===== src/rtl/boot_seq_ctrl.sv =====
// boot_seq_ctrl: qualifies PLL lock, then releases NUM_STAGES reset domains one at a time in order.
// Latency: first release LOCK_FILT+STAGE_DLY cycles after lock; each later release STAGE_DLY after the previous ack.
// Backpressure: each stage holds on its level ack; under BOOT_ACK_TIMEOUT_EN it gives up after ACK_TMO cycles.
//
// Optional feature macro: BOOT_ACK_TIMEOUT_EN (per-stage ack timeout, sticky o_err flags).
// Ports: i_clk, i_rst (synchronous, active-high); i_locked lock inputs (ANDed); i_soft_rst restart pulse;
//   i_stage_ack per-domain init-done level; o_rst_n per-domain active-low reset; o_boot_done all stages up;
//   o_state / o_stage debug status; o_err sticky per-stage timeout flags.
module boot_seq_ctrl #(
  parameter int NUM_STAGES = 4,
  parameter int LOCK_W     = 2,
  parameter int LOCK_FILT  = 16,
  parameter int STAGE_DLY  = 256,
  parameter int ACK_TMO    = 65535
) (
  input  logic                  i_clk,
  input  logic                  i_rst,
  input  logic [LOCK_W-1:0]     i_locked,
  input  logic                  i_soft_rst,
  input  logic [NUM_STAGES-1:0] i_stage_ack,
  output logic [NUM_STAGES-1:0] o_rst_n,
  output logic                  o_boot_done,
  output logic [2:0]            o_state,
  output logic [2:0]            o_stage,
  output logic [NUM_STAGES-1:0] o_err
);

  localparam int         FILT_W     = $clog2(LOCK_FILT + 1);
  localparam int         DLY_W      = $clog2(STAGE_DLY + 1);
  localparam logic [2:0] LAST_STAGE = 3'(NUM_STAGES - 1);

  typedef enum logic [2:0] {
    ST_WAIT_LOCK = 3'd0,
    ST_FILTER    = 3'd1,
    ST_DELAY     = 3'd2,
    ST_WAIT_ACK  = 3'd3,
    ST_DONE      = 3'd4
  } state_t;

  state_t                state_q, state_d;
  logic [FILT_W-1:0]     filt_q, filt_d;
  logic [DLY_W-1:0]      dly_q, dly_d;
  logic [2:0]            stage_q, stage_d;
  logic [NUM_STAGES-1:0] rst_n_q, rst_n_d;
  logic                  done_q, done_d;
  logic [NUM_STAGES-1:0] stage_oh;
  logic                  lock_ok, abort, ack_cur, advance;

`ifdef BOOT_ACK_TIMEOUT_EN
  localparam int TMO_W = $clog2(ACK_TMO + 1);
  logic [TMO_W-1:0]      tmo_q, tmo_d;
  logic [NUM_STAGES-1:0] err_q, err_d;
  logic                  tmo_hit;
`else
  // ACK_TMO only matters when the timeout is built in.
  logic unused_tmo;
  assign unused_tmo = (ACK_TMO == 0);
`endif

  // One-hot of the current stage: selects its ack and the reset bit to release.
  always_comb begin
    for (int k = 0; k < NUM_STAGES; k++) begin
      stage_oh[k] = (stage_q == 3'(k));
    end
  end

  assign lock_ok = &i_locked;
  assign ack_cur = |(i_stage_ack & stage_oh);
  // WAIT_LOCK is already the restart point, so nothing there can abort.
  assign abort   = (state_q != ST_WAIT_LOCK) && (!lock_ok || i_soft_rst);

`ifdef BOOT_ACK_TIMEOUT_EN
  assign tmo_hit = (state_q == ST_WAIT_ACK) && !ack_cur && (tmo_q >= TMO_W'(ACK_TMO - 1));
  assign advance = ack_cur || tmo_hit;
`else
  assign advance = ack_cur;
`endif

  always_comb begin
    state_d = state_q;
    filt_d  = filt_q;
    dly_d   = dly_q;
    stage_d = stage_q;
    rst_n_d = rst_n_q;
    // boot_done lags DONE by one cycle so it reflects a settled final state.
    done_d  = (state_q == ST_DONE);
`ifdef BOOT_ACK_TIMEOUT_EN
    tmo_d   = tmo_q;
    err_d   = err_q;
`endif
    if (abort) begin
      state_d = ST_WAIT_LOCK;
      filt_d  = '0;
      dly_d   = '0;
      stage_d = '0;
      rst_n_d = '0;
      done_d  = 1'b0;
`ifdef BOOT_ACK_TIMEOUT_EN
      tmo_d   = '0;
`endif
    end else begin
      case (state_q)
        ST_WAIT_LOCK: begin
          // The exit edge is the first good lock sample.
          if (lock_ok) begin
            if (LOCK_FILT <= 1) begin
              state_d = ST_DELAY;
            end else begin
              state_d = ST_FILTER;
              filt_d  = FILT_W'(1);
            end
          end
        end
        ST_FILTER: begin
          // Lock is known high here; a low sample takes the abort path.
          if (filt_q >= FILT_W'(LOCK_FILT - 1)) begin
            state_d = ST_DELAY;
            filt_d  = '0;
            dly_d   = '0;
            stage_d = '0;
          end else begin
            filt_d = filt_q + 1'b1;
          end
        end
        ST_DELAY: begin
          if (dly_q >= DLY_W'(STAGE_DLY - 1)) begin
            rst_n_d = rst_n_q | stage_oh;
            dly_d   = '0;
            state_d = ST_WAIT_ACK;
`ifdef BOOT_ACK_TIMEOUT_EN
            tmo_d   = '0;
`endif
          end else begin
            dly_d = dly_q + 1'b1;
          end
        end
        ST_WAIT_ACK: begin
`ifdef BOOT_ACK_TIMEOUT_EN
          if (tmo_hit) begin
            err_d = err_q | stage_oh;
          end
          tmo_d = advance ? '0 : tmo_q + 1'b1;
`endif
          if (advance) begin
            if (stage_q == LAST_STAGE) begin
              state_d = ST_DONE;
            end else begin
              stage_d = stage_q + 3'd1;
              state_d = ST_DELAY;
            end
          end
        end
        ST_DONE: begin
          state_d = ST_DONE;
        end
        default: begin
          state_d = ST_WAIT_LOCK;
        end
      endcase
    end
  end

  always_ff @(posedge i_clk) begin
    if (i_rst) begin
      state_q <= ST_WAIT_LOCK;
      filt_q  <= '0;
      dly_q   <= '0;
      stage_q <= '0;
      rst_n_q <= '0;
      done_q  <= 1'b0;
`ifdef BOOT_ACK_TIMEOUT_EN
      tmo_q   <= '0;
      err_q   <= '0;
`endif
    end else begin
      state_q <= state_d;
      filt_q  <= filt_d;
      dly_q   <= dly_d;
      stage_q <= stage_d;
      rst_n_q <= rst_n_d;
      done_q  <= done_d;
`ifdef BOOT_ACK_TIMEOUT_EN
      tmo_q   <= tmo_d;
      err_q   <= err_d;
`endif
    end
  end

  assign o_rst_n     = rst_n_q;
  assign o_boot_done = done_q;
  assign o_state     = state_q;
  assign o_stage     = stage_q;
`ifdef BOOT_ACK_TIMEOUT_EN
  assign o_err       = err_q;
`else
  assign o_err       = '0;
`endif

endmodule


===== config.mk =====
export PLATFORM = sky130hd
export DESIGN_NAME = boot_seq_ctrl
export DESIGN_NICKNAME = d
export VERILOG_FILES = /design/src/rtl/boot_seq_ctrl.sv
export SDC_FILE = /design/constraint.sdc
export NUM_CORES = 1
export LEC_CHECK = 0
export ABC_AREA = 0
export CORE_MARGIN = 1.5
export CORE_UTILIZATION = 47
export CTS_CLUSTER_DIAMETER = 50
export CTS_CLUSTER_SIZE = 28
export DETAILED_ROUTE_END_ITERATION = 6
export MAX_ROUTING_LAYER = met4
export PLACE_DENSITY = 0.78
export SLEW_MARGIN = 20
export SYNTH_ARGS = -nofsm -noshare
export SYNTH_HDL_FRONTEND = slang
export SYNTH_SLANG_ARGS = --single-unit

===== constraint.sdc =====
create_clock -name i_clk -period 2.25 [get_ports i_clk]
set_input_delay 0.675 -clock i_clk [delete_from_list [all_inputs] [get_ports i_clk]]
set_output_delay 0.675 -clock i_clk [all_outputs]
set_load 0.01 [all_outputs]

==> metrics, run 1 <==
status finished, final reports clean; commonest non-fill, non-tap cell in the layout dfxtp_1; Die X 59.14 um; Sw Ratio a little over a quarter; post-synthesis cell count 170; total leakage power 0.6786 nW; Most Frequent Cell on Critical Path and3_4; synth top area cells dfxtp_1 (34%), ha_1 (7.6%), a311oi_1 (3.5%), nor2_1 (3.3%), a21oi_1 (3.0%); fin crit share 96.10%; worst path bufs/invs 1; CP max FO 7; P_sw 0.2051 mW; Int Power 0.5624 mW; worst clock skew 0.007115 ns; Logic pwr share 13.9%; share of post-route cells with drive strength above 1 15.10%; Yosys reg bits 25; Seq/Total Area, Yosys 33.78%; family with the most delay on the worst path simple AND/OR/NAND/NOR gates; PortBufs 19; placed inst area 1712 um^2; Syn Area/Cell 8.714 um^2; top_reg_cell synth dfxtp_1; Avg WL per Cell 14.02 um; CTS tree yes; worst path cell trace ha_2 > and3_4 > and3_4 > and3_1 > ha_1 > nor2_2 > and3_4 > buf_4 > nand3b_1 > a311oi_1; Worst-Skew Late Latency ~0.32 ns; final slew viol count 0; Die ar. 3498 um^2; DP Wirelength between 2000 and 2500 um; first-pass GRT wire length approximately 5400 um; Starting Density 48.93%; ANT cells 0; Area Growth Syn to Fin 19.93%; crit path DAT 2.40 ns; CTS max path bufs 2; f_max between 400 and 500 MHz; Die Y 59.14 um; initial antenna violation count 0; post-layout instance area 1777 um^2; Tmin final between 2 and 2.5 ns; MaxCap Viol Count 0; largest net degree at the start of global routing 20; CTS sink cnt 25; Overflow after GRT 0; initial DRC count 61; Antenna Nets Post-Route 0; Post-Synthesis Cell Area 1481 um^2; sequential power share 58.9%; Tot Pwr 0.7676 mW; gr usage total 20.00%; Worst path slowest cell dfxtp_2; Yosys top cell area share 33.78%; H-tree levels 1; GPL Wtd Cong 0.8446; core outline area 3028 um^2; placed cell count 232; worst path required time 2.49 ns; Final setup viols 0; I/O pin cnt 24; most frequent cells in the layout dfxtp_1 (23), clkdlybuf4s50_1 (19), nor2_1 (12); Fin. Hold Viols 0; cts hold-fix bufs 0; ys async rst share 0%; clock transition at the registers of the reported paths about 0.15 ns; CTS buffer count 3; vias per inst 5.682; Routed WL 3308 um; Nets 211; Yosys top cell by area dfxtp_1; Clk pwr share 27.2%; vias in the first global route 1264; Warnings, synthesis 0; Hold Path Class reg2reg; pwr/cell area 432.0 nW/um^2; CTS root buf clkbuf_4; Post-route DRC 0; Setup crit end kind flop; Layout Cells excl Fill 236; via count 1341; Rows 20; maximum vdd drop 0.2628 mV; CP Class reg2reg; CP startpoint kind flop; Yosys cell types 48; slowest stage delay, CP about 0.35 ns; Pre-Repair DR Iteration Count 5; EDFF count, synth 0
[kinds of logic (layout without fill, tap and decap cells)]
logic type | count (synthesis) | after routing | synth area share [%]
AOI/OAI and AO/OA | 46 | 46 | 22.30
xor gates and xnor gates | 1 | 1 | 0.5913
adders and majority gates | 9 | 9 | 7.601
buffers and inverters | 22 | 41 | 8.867
DFF | 25 | 25 | 33.78
muxes | 3 | 3 | 2.111
other | 1 | 4 | 0.2531
and+or+nand+nor | 63 | 63 | 24.49
[flip-flops by register name (all words and copies together) (netlist names)]
register and flops:
dly_q 9, o_state 3, o_stage 3, filt_q 5
o_boot_done 1, o_rst_n 4
[worst paths after layout]
path	from	endpoint	slack, ns	cells after the start
max reg2reg	dly_q[0]$_SDFFE_PP0P_	dly_q[2]$_SDFFE_PP0P_	0.09	10
min reg2reg	o_rst_n[1]$_SDFFE_PP0P_	o_rst_n[1]$_SDFFE_PP0P_	0.50	2
max	dly_q[0]$_SDFFE_PP0P_	dly_q[2]$_SDFFE_PP0P_	0.09	10
min	o_rst_n[1]$_SDFFE_PP0P_	o_rst_n[1]$_SDFFE_PP0P_	0.50	2
[power groups by stage]
stage,clock network (mW),logic [mW],registers [mW]
4_1_cts,0.213,0.105,0.453
2_1_floorplan,0,0.0741,0.462
6_report,0.209,0.106,0.452
5_1_grt,0.229,0.116,0.453
3_3_place_gp,0,0.101,0.461
3_5_place_dp,0,0.104,0.462
[layout make-up]
cell class / count / area [um^2]
multi-input cells: 126 / 893.4
flip-flops and latches: 25 / 503.0
fillers: 268 / 1251
inverters: 8 / 30.03
clock inverters: 1 / 7.507
well taps: 44 / 55.05
repair buffers: 29 / 265.3
clock buffers: 3 / 22.52
[Yosys cell counts (all sizes together), types with 5 or more instances]
cell    count
buf        13
nand4       5
nand2      10
a21oi       9
ha          9
nor2       14
o21ai       5
and3        7
dfxtp      25
inv         8
a311oi      6
a31oi       5
nor3        6
[metrics by stage]
stage / utilization, % / TNS [ns] / setup slack [ns] / hold WS, ns
2_1_floorplan: - / 0 / 0.08361 / 0.4609
3_3_place_gp: 56.53 / 0 / 0.02221 / 0.4603
3_5_place_dp: 56.53 / -0.08055 / -0.08055 / 0.4736
4_1_cts: 57.52 / 0 / 0.01177 / 0.5088
5_1_grt: 58.68 / -0.05983 / -0.02907 / 0.5304
6_report: 58.68 / 0 / 0.08770 / 0.5000
[worst register-to-register path: stages (launching register included)]
cell and delay, ns:
dfxtp_2 0.35, ha_2 0.19, and3_4 0.19, and3_4 0.18, and3_1 0.18, ha_1 0.18
nor2_2 0.10, and3_4 0.20, buf_4 0.14, nand3b_1 0.09, a311oi_1 0.29
[routing by layer]
layer / vias to the layer above / share of wire, % / wire length, um / track usage, %
met5: - / 0 / 0 / -
met4: 0 / 0.63 / 21 / 5.195
met3: 2 / 3.7 / 121 / 2.838
met2: 27 / 54 / 1781 / 34.76
met1: 639 / 42 / 1384 / 24.22
li1: 673 / - / - / -
[what timing repair did]
item                                    4_1_cts  5_1_grt
resized for setup                             0        9
endpoints found under the setup margin        0       12
setup buffers                                 0        0
(Power assumes the default switching activity.)
==> inputs of run 2 (changes only) <==
- ABC_AREA: 0 -> default
==> results of run 2 <==
No change in the layout: final DEF, timing and power equal those of run 1.
==> inputs of run 3 (changes only) <==
- CORE_UTILIZATION: 47 -> 45
- PLACE_DENSITY: 0.78 -> 0.76
==> run 3 against run 2 <==
Wire length rose by 1.1%; via count grew 0.37%; final area is 2.3% higher; hold slack is essentially flat; maximum frequency down 0.41%; final cell count unchanged; first-iteration DRC count rose by 25%.
==> metrics, run 3 (synthesis results as in run 1) <==
status finished, final reports clean; FF+latch area 505.5 um^2 (+0.50%); fin crit share 96.50% (+0.39 points); Pre-Repair DR Iteration Count 5 (unchanged); Int Power 0.5651 mW (+0.47%); gr usage total 20.93% (+0.93 points); first-pass GRT wire length 5644 um (+4.2%); f_max 460.6 MHz (-0.41%); final slew viol count 0 (unchanged); vias in the first global route 1275 (+0.87%); Logic pwr share 13.6% (-0.3 points); CP startpoint kind flop; pwr/cell area 416.5 nW/um^2 (-3.6%); Clk pwr share 26.0% (-1.2 points); worst setup path start dly_q[0]$_SDFFE_PP0P_; worst clock skew 0.002305 ns (-0.004811 ns); Die ar. 3645 um^2 (+4.2%); CTS max path bufs 2 (unchanged); maximum vdd drop 0.2142 mV (-19%); CP max FO 5 (-2); Die X 60.38 um (+2.1%); share of post-route cells with drive strength above 1 15.10% (unchanged); CTS buffer count 3 (unchanged); max reg flops 9 (unchanged); Antenna Nets Post-Route 0 (unchanged); Tmin final 2.171 ns (+0.008861 ns); Avg WL per Cell 14.18 um (+1.1%); PortBufs 19 (unchanged); DP Wirelength 2390 um (-1.9%); initial antenna violation count 0 (unchanged); crit path DAT 2.40 ns (about the same); clock transition at the registers of the reported paths 0.13 ns (-0.02 ns); GR Util met3 2.559% (-0.28 points); CTS root buf clkbuf_4; core outline area 3078 um^2 (+1.7%); CTS sink cnt 25 (unchanged); min-delay src o_rst_n[1]$_SDFFE_PP0P_; CP Class reg2reg; Most flops, register dly_q; Reg-to-Reg Start dly_q[0]$_SDFFE_PP0P_; met2 usage 33.70% (-1.1 points); area used by multi-input combinational logic 897.1 um^2 (+0.42%); largest net degree at the start of global routing 20 (unchanged); sequential power share 60.4% (+1.5 points); commonest non-fill, non-tap cell in the layout dfxtp_1; placed inst area 1709 um^2 (-0.15%); Starting Density 48.13% (-0.80 points); initial DRC count 76 (+25%); Nets 211 (unchanged); Setup crit end kind flop; Routed WL 3346 um (+1.1%); cts hold-fix bufs 0 (unchanged); I/O pin cnt 24 (unchanged); met1 Track Usage GR 26.97% (+2.8 points); P_sw 0.1915 mW (-6.6%); Worst-Skew Late Latency 0.31 ns (about the same); Hold Path Class reg2reg; vias per inst 5.703 (+0.37%); slowest stage delay, CP 0.36 ns (about the same); Rows 20 (unchanged); fillers 285 (+6.3%); most frequent cells in the layout dfxtp_1 (21), clkdlybuf4s50_1 (19), nor2_1 (12); Most Frequent Cell on Critical Path and3_4; total leakage power 0.6927 nW (+2.1%); hold_ws 0.4999 ns (-0.00004200 ns); Worst path slowest cell dfxtp_2; GPL Wtd Cong 0.8265 (-2.1%); ANT cells 0 (unchanged); Die Y 60.38 um (+2.1%); Post-route DRC 0 (unchanged); post-layout instance area 1817 um^2 (+2.3%); via count 1346 (+0.37%); Sw Ratio 25.31% (-1.4 points); H-tree levels 1 (unchanged); worst path cell trace ha_4 > and3_4 > and3_4 > and3_1 > ha_1 > nor2_2 > and3_4 > clkbuf_16 > a31oi_1 > a311oi_1; CTS tree yes; Area Growth Syn to Fin 22.63%; MaxCap Viol Count 0 (unchanged); Top Usage Layer GRT met2; Final setup viols 0 (unchanged); Fin. Hold Viols 0 (unchanged); Overflow after GRT 0 (unchanged); worst path required time 2.48 ns (about the same)
-- run 3: area by class of cell --
| cell class | count | share of cell area, % |
|---|---|---|
| Multi-Input combinational cell | 126 | 49.38 |
| Sequential cell | 25 | 27.82 |
| Timing Repair Buffer | 29 | 16.67 |
| Tap cell | 44 | 3.030 |
| Inverter | 8 | 1.653 |
| Clock buffer | 4 | 1.446 |
-- run 3: path summary, 6_finish.rpt --
check | to | slack (ns) | cells past startpoint
worst max-delay path | dly_q[4]$_SDFFE_PP0P_ | 0.08 | 10
worst min-delay path | o_rst_n[1]$_SDFFE_PP0P_ | 0.50 | 2
worst max register to register | dly_q[4]$_SDFFE_PP0P_ | 0.08 | 10
worst min register to register | o_rst_n[1]$_SDFFE_PP0P_ | 0.50 | 2
-- run 3: critical path: cells and delay by family, from the launching register on --
| kind | cells | cell delay, ns |
|---|---|---|
| AOI/OAI and AO/OA | 2 | 0.34 |
| adders and majority gates | 2 | 0.35 |
| buffers and inverters | 1 | 0.14 |
| DFF | 1 | 0.36 |
| and+or+nand+nor | 5 | 0.90 |
-- run 3: power by group through the flow --
stage / Sequential [mW] / Combinational [mW] / Clock [mW]
floorplan: 0.462 / 0.0741 / 0
global placement: 0.466 / 0.0968 / 0
detailed placement: 0.466 / 0.0993 / 0
CTS: 0.457 / 0.0998 / 0.204
global route: 0.459 / 0.114 / 0.223
finish: 0.457 / 0.103 / 0.197
-- run 3: timing repair --
item                       CTS  global route
buffers inserted             0             1
setup endpoints to repair    0            12
hold endpoints to repair     0             0
resized for setup            0            13
-- run 3: metrics by stage --
| stage | setup slack, ns | instances | TNS (ns) | power, mW | utilization (%) |
|---|---|---|---|---|---|
| CTS | 0.004490 | 234 | 0 | 0.7600 | 56.38 |
| global placement | 0.002630 | 230 | 0 | 0.5626 | 55.53 |
| detailed placement | -0.04337 | 230 | -0.04337 | 0.5657 | 55.53 |
| global route | -0.007891 | 236 | -0.01587 | 0.7948 | 59.02 |
| finish | 0.07884 | 236 | 0 | 0.7566 | 59.02 |
| floorplan | 0.08361 | 173 | 0 | 0.5363 | - |
-- run 3: routing by layer --
layer	vias up	share of wire (%)
met5	-	0
met4	0	0.57
met3	2	2.1
met2	17	49
met1	659	48
li1	668	-
==> patch (config.mk and constraints of run 3) <==
Add a define of `BOOT_ACK_TIMEOUT_EN`.
--- a/src/rtl/boot_seq_ctrl.sv
+++ b/src/rtl/boot_seq_ctrl.sv
@@ -8,2 +8,4 @@
 //   o_state / o_stage debug status; o_err sticky per-stage timeout flags.
+`define BOOT_ACK_TIMEOUT_EN
+
 module boot_seq_ctrl #(
Behaviour: no difference found for any inputs over 10 cycles, from zero or initial values and one cycle with i_rst high; that may be too few to reach the edited logic, so the function may still have changed.
==> patch against run 3 <==
Final area up 64%; combinational power up 110%; worst setup slack worse by 0.019 ns; synthesized area is 57% higher; wire length rose by 68%; power up 120%; sequential cell count grew 20; clock power rose to 3.3 times the old value; largest cell class unchanged.
==> patch: results <==
{
  "outcome": "finished, final reports clean",
  "place_ws_ns": -0.339,
  "synth_nets": 307,
  "cts-htree-levels": 2,
  "worst_slew_pin_slew_ns": 0.478,
  "post_drt_wl_per_cell_um": 13.8,
  "crit_path_max_fanout": 10,
  "hpwl_um": 4000,
  "dp.cells": 393,
  "ys_seq_area_share_pct": 38.7,
  "cp_slowest_stage_delay_ns": 0.40,
  "synth.area.top_cells": "dfxtp_1 39%, a21oi_1 6.2%, ha_1 5.9%, nor2_1 5.0%, nand2_1 4.4%",
  "grt_pass1_wl_um": 9030,
  "drt_wl_total_um": 5610,
  "drt-initial-drc-count": 137,
  "cts_root_buf": "clkbuf_8",
  "finalSetupTns_ns": 0,
  "clkSlewWorstSetupHoldPaths_ns": 0.09,
  "cts.path.max_buffers": 2,
  "ir_worst_vdd_v": 0.000401,
  "via_per_inst": 5.49,
  "hold_path_class": "reg -> reg",
  "final_nets": 358,
  "synth_commonest_cells": "45 x dfxtp_1, 31 x nor2_1, 29 x a21oi_1",
  "drive_above_1_share_pct": 16.2,
  "antenna_found_initial": 0,
  "syn_inst": 287,
  "p_switching_mw": 0.423,
  "diodes": 0,
  "grt_usage_pct": 21.5,
  "portBuffers": 23,
  "grt_max_degree": 19,
  "ys.warnings.count": 0,
  "arrival_ns": 2.42,
  "crit_slowest_cell": "clkdlybuf4s50_1",
  "dr.pass1.iters": 4,
  "place_congestion": 0.889,
  "yosysUniqueCellTypes": 50,
  "grt_pass1_vias": 1981,
  "p_leak_nw": 1.05,
  "synthArstFlopShare_pct": 0,
  "clock_skew_ns": 0.00958,
  "reg_top3": "tmo_q: 16 flops, dly_q: 9 flops, filt_q: 5 flops",
  "clk_latency_ns": 0.31,
  "numCtsBuffers": 5
}
patch: kinds of logic after synthesis:
kind of cell,share of synthesized area [%]
muxes,2.15
AOI/OAI and AO/OA,22.1
and+or+nand+nor,25.1
xor gates and xnor gates,0.752
DFF,38.7
buffers and inverters,5.21
adders and majority gates,5.91
patch: cell type report:
class	count	area, µm²
Tap cell	67	83.8
Inverter	20	75.1
Fill cell	408	1860
Clock inverter	2	37.5
Clock buffer	6	82.6
Timing Repair Buffer	53	459
Sequential cell	45	903
Multi-Input combinational cell	213	1350
patch: timing repair:
item                                    4_1_cts  5_1_grt
pin swaps                                     1        4
gates resized for setup                       4       12
hold buffers                                  0        0
endpoints found under the setup margin       11       24
setup buffers                                 0        3
cloned                                        0        2
patch: final timing paths:
kind	cells past startpoint	slack, ns	end	start
setup / recovery	6	0.06	tmo_q[14]	i_stage_ack[0]
hold / removal	2	0.48	o_rst_n[2]	o_rst_n[2]
setup reg to reg	10	0.10	o_state[0]	dly_q[1]
hold reg to reg	2	0.48	o_rst_n[2]	o_rst_n[2]
patch: critical path: cells and delay by family:
kind,cells,cell delay (ns)
AO/OA/AOI/OAI,4,0.97
AND/OR/NAND/NOR,1,0.37
buffers and inverters,1,0.40
patch: power groups by stage:
stage	Combinational, mW	Sequential, mW	Clock, mW
after global placement	0.200	0.835	0
final	0.214	0.817	0.653
after detailed placement	0.203	0.835	0
after global routing	0.232	0.820	0.684
after CTS	0.203	0.817	0.657
after floorplan	0.109	0.835	0
patch: per-layer routing:
layer / global-route usage (%) / wire, µm / part of all wire, %
met5: - / 0 / 0
met3: 3.88 / 197 / 3.5
met2: 32.6 / 2530 / 45
met1: 29.0 / 2800 / 50
met4: 7.27 / 94 / 1.7
patch: through the flow:
| stage | cell area (µm²) | util (%) | hold WS [ns] |
|---|---|---|---|
| after detailed placement | 2780 | 57.4 | 0.459 |
| final | 2990 | 61.6 | 0.476 |
| after global placement | 2780 | 57.4 | 0.451 |
| after floorplan | 2330 | - | 0.450 |
| after global routing | 2990 | 61.6 | 0.503 |
| after CTS | 2910 | 59.9 | 0.477 |
